$ cat config.mk
export PLATFORM = sky130hd
export DESIGN_NAME = pipelined_divider
export DESIGN_NICKNAME = d
export VERILOG_FILES = /design/src/rtl/pipelined_divider.sv
export SDC_FILE = /design/constraint.sdc
export NUM_CORES = 1
export LEC_CHECK = 0
export CAP_MARGIN = 15
export CORE_UTILIZATION = 67
export CTS_BUF_LIST = sky130_fd_sc_hd__clkbuf_4 sky130_fd_sc_hd__clkbuf_8 sky130_fd_sc_hd__clkbuf_16
export DETAILED_ROUTE_END_ITERATION = 8
export PLACE_DENSITY = 0.93
export SLEW_MARGIN = 15
export SYNTH_ARGS = -nofsm -noshare
export SYNTH_HDL_FRONTEND = slang
export SYNTH_SLANG_ARGS = --single-unit
$ cat constraint.sdc
create_clock -name CLK -period 4.2 [get_ports CLK]
set_clock_uncertainty 0.2 [all_clocks]
set_input_delay 0.84 -clock CLK [delete_from_list [all_inputs] [get_ports CLK]]
set_output_delay 0.84 -clock CLK [all_outputs]
set_load 0.01 [all_outputs]
$ cat src/rtl/pipelined_divider.sv
// pipelined_divider: fully pipelined restoring divider, one division per cycle with global stall.
// Define DIV_SIGNED_EN for two's-complement signed division; otherwise operands and results are unsigned.
module pipelined_divider #(
   parameter int WIDTH          = 8,
   parameter int BITS_PER_STAGE = 1
) (
   input  logic             CLK,
   input  logic             RSTa,
   input  logic             in_valid_i,
   output logic             in_ready_o,
   input  logic [WIDTH-1:0] num_i,
   input  logic [WIDTH-1:0] den_i,
   output logic             out_valid_o,
   input  logic             out_ready_i,
   output logic [WIDTH-1:0] quot_o,
   output logic [WIDTH-1:0] rem_o,
   output logic             div_by_zero_o,
   output logic             ovf_o
);
   localparam int STAGES = WIDTH / BITS_PER_STAGE;

   if (WIDTH < 2 || WIDTH % BITS_PER_STAGE != 0) begin : g_bad_cfg
      $error("pipelined_divider: WIDTH must be >= 2 and a multiple of BITS_PER_STAGE");
   end

   typedef struct packed {
      logic             v;
      logic [WIDTH-1:0] a;
      logic [WIDTH-1:0] q;
      logic [WIDTH-1:0] m;
      logic             sn;
      logic             sd;
      logic             dz;
      logic             ov;
   } stage_t;

   stage_t           st_q [0:STAGES];
   stage_t           st_d [0:STAGES];
   stage_t           tail;
   logic             stall;
   logic             out_valid_q;
   logic [WIDTH-1:0] quot_q, quot_d;
   logic [WIDTH-1:0] rem_q, rem_d;
   logic             dz_q, ovf_q;

   // A never exceeds the dividend prefix seen so far, so shifting out A's MSB loses nothing
   function automatic stage_t step(input stage_t s);
      step = s;
      for (int b = 0; b < BITS_PER_STAGE; b++) begin
         {step.a, step.q} = {step.a[WIDTH-2:0], step.q, 1'b0};
         if (step.a >= step.m) begin
            step.a    = step.a - step.m;
            step.q[0] = 1'b1;
         end
      end
   endfunction

   assign stall      = out_valid_q & ~out_ready_i;
   assign in_ready_o = ~stall;
   assign tail       = st_q[STAGES];

   always_comb begin
      st_d[0]    = '0;
      st_d[0].v  = in_valid_i;
      st_d[0].dz = den_i == '0;
`ifdef DIV_SIGNED_EN
      st_d[0].sn = num_i[WIDTH-1];
      st_d[0].sd = den_i[WIDTH-1];
      st_d[0].q  = num_i[WIDTH-1] ? -num_i : num_i;
      st_d[0].m  = den_i[WIDTH-1] ? -den_i : den_i;
      st_d[0].ov = num_i == {1'b1, {(WIDTH-1){1'b0}}} && &den_i;
`else
      st_d[0].q  = num_i;
      st_d[0].m  = den_i;
`endif
      for (int i = 1; i <= STAGES; i++) st_d[i] = step(st_q[i-1]);
   end

   // Divide by zero leaves Q all-ones and A = |num|; only the quotient sign fix must be bypassed
   always_comb begin
`ifdef DIV_SIGNED_EN
      quot_d = tail.dz ? '1 : (tail.sn ^ tail.sd) ? -tail.q : tail.q;
      rem_d  = tail.sn ? -tail.a : tail.a;
`else
      quot_d = tail.dz ? '1 : tail.q;
      rem_d  = tail.a;
`endif
   end

   always_ff @(posedge CLK or negedge RSTa) begin
      if (!RSTa) begin
         for (int i = 0; i <= STAGES; i++) st_q[i] <= '0;
         out_valid_q <= 1'b0;
         quot_q      <= '0;
         rem_q       <= '0;
         dz_q        <= 1'b0;
         ovf_q       <= 1'b0;
      end else if (!stall) begin
         for (int i = 0; i <= STAGES; i++) st_q[i] <= st_d[i];
         out_valid_q <= tail.v;
         quot_q      <= quot_d;
         rem_q       <= rem_d;
         dz_q        <= tail.dz;
         ovf_q       <= tail.ov;
      end
   end

   assign out_valid_o   = out_valid_q;
   assign quot_o        = quot_q;
   assign rem_o         = rem_q;
   assign div_by_zero_o = dz_q;
   assign ovf_o         = ovf_q;
endmodule

==> flow_summary.toml <==
[run_status]
status = "finished, final reports clean"

[detailed_routing]
drc = 0
wl_met3_um = 1502
routed.top_layer = "met4"
wl_met2_um = 14120
ant_nets = 0
wirelength_um = 27500
vias = 9999
first_iter_violations = 1073
drt_first_pass_iters = 6
wl_met1_um = 10710
vias_per_cell = 6.180
wire_per_inst_um = 17.00

[clock_tree]
postCtsResizedCells = 0
cts_made_buffers = 24
cts.hold.buffers_added = 0
post_cts_buffers = 0
h-tree-depth = 1
cts_tree = "done"
clock-root-buffer = "clkbuf_16"
clock_latency_ps = 530
clockBufferDepth = 3
path_clk_slew_ps = 60
cts.sink_count = 229

[critical_path]
crit_top_cell = "clkdlybuf4s50_1"
r2r_start = "st_q[164]"
start_kind = "primary input"
worstSetupPathType = "primary input to output port"
cp_max_fo = 27
r2r_cells = 8
worstSetupEndpointType = "output port"
path_cells = "clkdlybuf4s50_1 > nor2b_4 > inv_6 > clkdlybuf4s50_1"
rrSetupSlack_ps = 1400
cp.arrival_ps = 2180
cp_data_required_time_ps = 3160
critPathMaxStageDelay_ps = 580
rr_endpoint = "st_q[138]"
worst_path_max_delay_cell = "clkdlybuf4s50_1"

[finish]
post-route-util_pct = 75.94
multi_input_comb_area_sq_um = 5518
drive_gt1_share_pct = 4.953
mostFrequentLayoutCells = "nand2_1 (419), dfrtp_1 (229), o21ai_0 (105)"
layout_commonest_cell = "nand2_1"
nets = 1460
ff_latch_area_sq_um = 5731
area_delta_synth_final_pct = 10.99
antennaDiodeCount = 0
fill_cells = 1094

[sta]
fin_setup_tns_ps = 0
maxSlewHeadroom_pct = 34.27
finalCritPeriodShare_pct = 76.58
post-route-min-period_ps = 3217
tightest_slew_ps = 985.9
rsz0062_at_grt = "no"
maxSlewViolCount = 0
setup_viol = 0
finalHoldViolations = 0
fmax_mhz = 310.9

[power_and_ir_drop]
irDropWorstVdd_mv = 0.8379
p_leak_nw = 6.265
powerDensity_nw_per_um2 = 944.5
finalPower_mw = 12.36

[yosys]
ys_types = 52
synthFlopType = "dfrtp_1"
synth_nets = 1459
synth_area_leaders = "dfrtp_1 (49%), nand2_1 (13%), ha_1 (6.2%)"
netlist.area_leader.share_pct = 48.59
syn_avg_cell_area_sq_um = 8.583
synth-seq-area-share_pct = 48.59
synth.largest_area_cell = "dfrtp_1"
async_flop_share_pct = 100.0
yosys_warnings = 0
synth_area_sq_um = 11790
synth_edf_count = 0
synth-seq-cells = 229
syn_inst = 1374

[die]
die_w_um = 134.7
fp.dieArea_sq_um = 18140
start_util_pct = 68.42
rows = 48
core-area_sq_um = 17240
io_pins = 40
fp.dieH_um = 134.7

[flow_run]
maxCapViolCount = 0

[placed_design]
dpl.hpwl_um = 16740
globalplace.congestion = 0.8844
port_buffers = 38

[global_route]
grt_pass1_wl_um = 45820
grt_antenna_before_repair = 0
grt_pass1_vias = 9654
overflow = 0
grtUsageTotal_pct = 31.16
grt_max_degree = 249

[worst_hold_path]
hold_path.class = "primary input to asynchronous set/reset pin"
worst max path at each step:
| stage | startpoint | endpoint | slack [ps] | cells past startpoint |
|---|---|---|---|---|
| global route | out_ready_i | in_ready_o | 950 | 4 |
| CTS | out_ready_i | in_ready_o | 980 | 4 |
| finish | out_ready_i | in_ready_o | 980 | 4 |
| floorplan | out_ready_i | in_ready_o | 1490 | 5 |
| detailed placement | out_ready_i | in_ready_o | 990 | 4 |
| global placement | out_ready_i | in_ready_o | 980 | 4 |
registers in the layout, summed over array words and instances (netlist names):
register,flops
out_valid_o,1
rem_o,8
st_q,67
div_by_zero_o,1
st_d,136
quot_o,8
rem_d,8
logic make-up after synthesis:
| family | synth area share, % |
|---|---|
| DFF | 48.59 |
| xor gates and xnor gates | 1.188 |
| AOI/OAI and AO/OA | 13.90 |
| other | 0.03180 |
| muxes | 1.390 |
| and+or+nand+nor | 22.88 |
| adders and majority gates | 7.342 |
| buffers and inverters | 4.679 |
worst max-delay path, delay by kind of cell:
kind                   cells  cell delay, ps
buffers and inverters      3            1260
AND/OR/NAND/NOR            1              70
per-stage QoR:
stage               hold slack, ps  setup slack, ps  cell area (sq um)  cells
global route                 259.2            953.5              13090   1618
finish                       161.5            983.5              13090   1618
detailed placement           255.2            989.7              12280   1574
CTS                          219.0            979.2              13090   1618
global placement             242.4            980.8              12280   1574
floorplan                    230.0             1488              11790   1374
synth_stat cells, types with 14 or more instances:
| cell | number |
|---|---|
| a31oi_1 | 39 |
| nand3_1 | 32 |
| nand2_1 | 419 |
| inv_1 | 76 |
| a21oi_1 | 38 |
| nor2b_1 | 25 |
| nor2_1 | 81 |
| nand4_1 | 21 |
| dfrtp_1 | 229 |
| nor4_1 | 14 |
| o21ai_0 | 105 |
| clkbuf_1 | 59 |
| ha_1 | 58 |
| xnor2_1 | 14 |
metal layers:
| layer | vias up | GRT usage, % |
|---|---|---|
| li1 | 4648 | - |
| met3 | 113 | 4.317 |
| met5 | - | 0 |
| met1 | 4778 | 37.81 |
| met4 | 0 | 14.86 |
| met2 | 460 | 54.87 |
power breakdown:
| part | internal, mW | total (mW) | switching [mW] |
|---|---|---|---|
| Sequential | 3.17 | 3.84 | 0.666 |
| Combinational | 2.58 | 6.37 | 3.79 |
| Clock | 1.28 | 2.15 | 0.874 |
layout make-up:
type,instances,share of cell area [%]
inverters,76,2.218
well taps,225,2.151
clock inverters,10,0.8699
flip-flops and latches,229,43.78
multi-input cells,1001,42.16
repair buffers,43,3.518
clock buffers,34,5.305
Note: power is estimated with default switching activity, not from simulation.
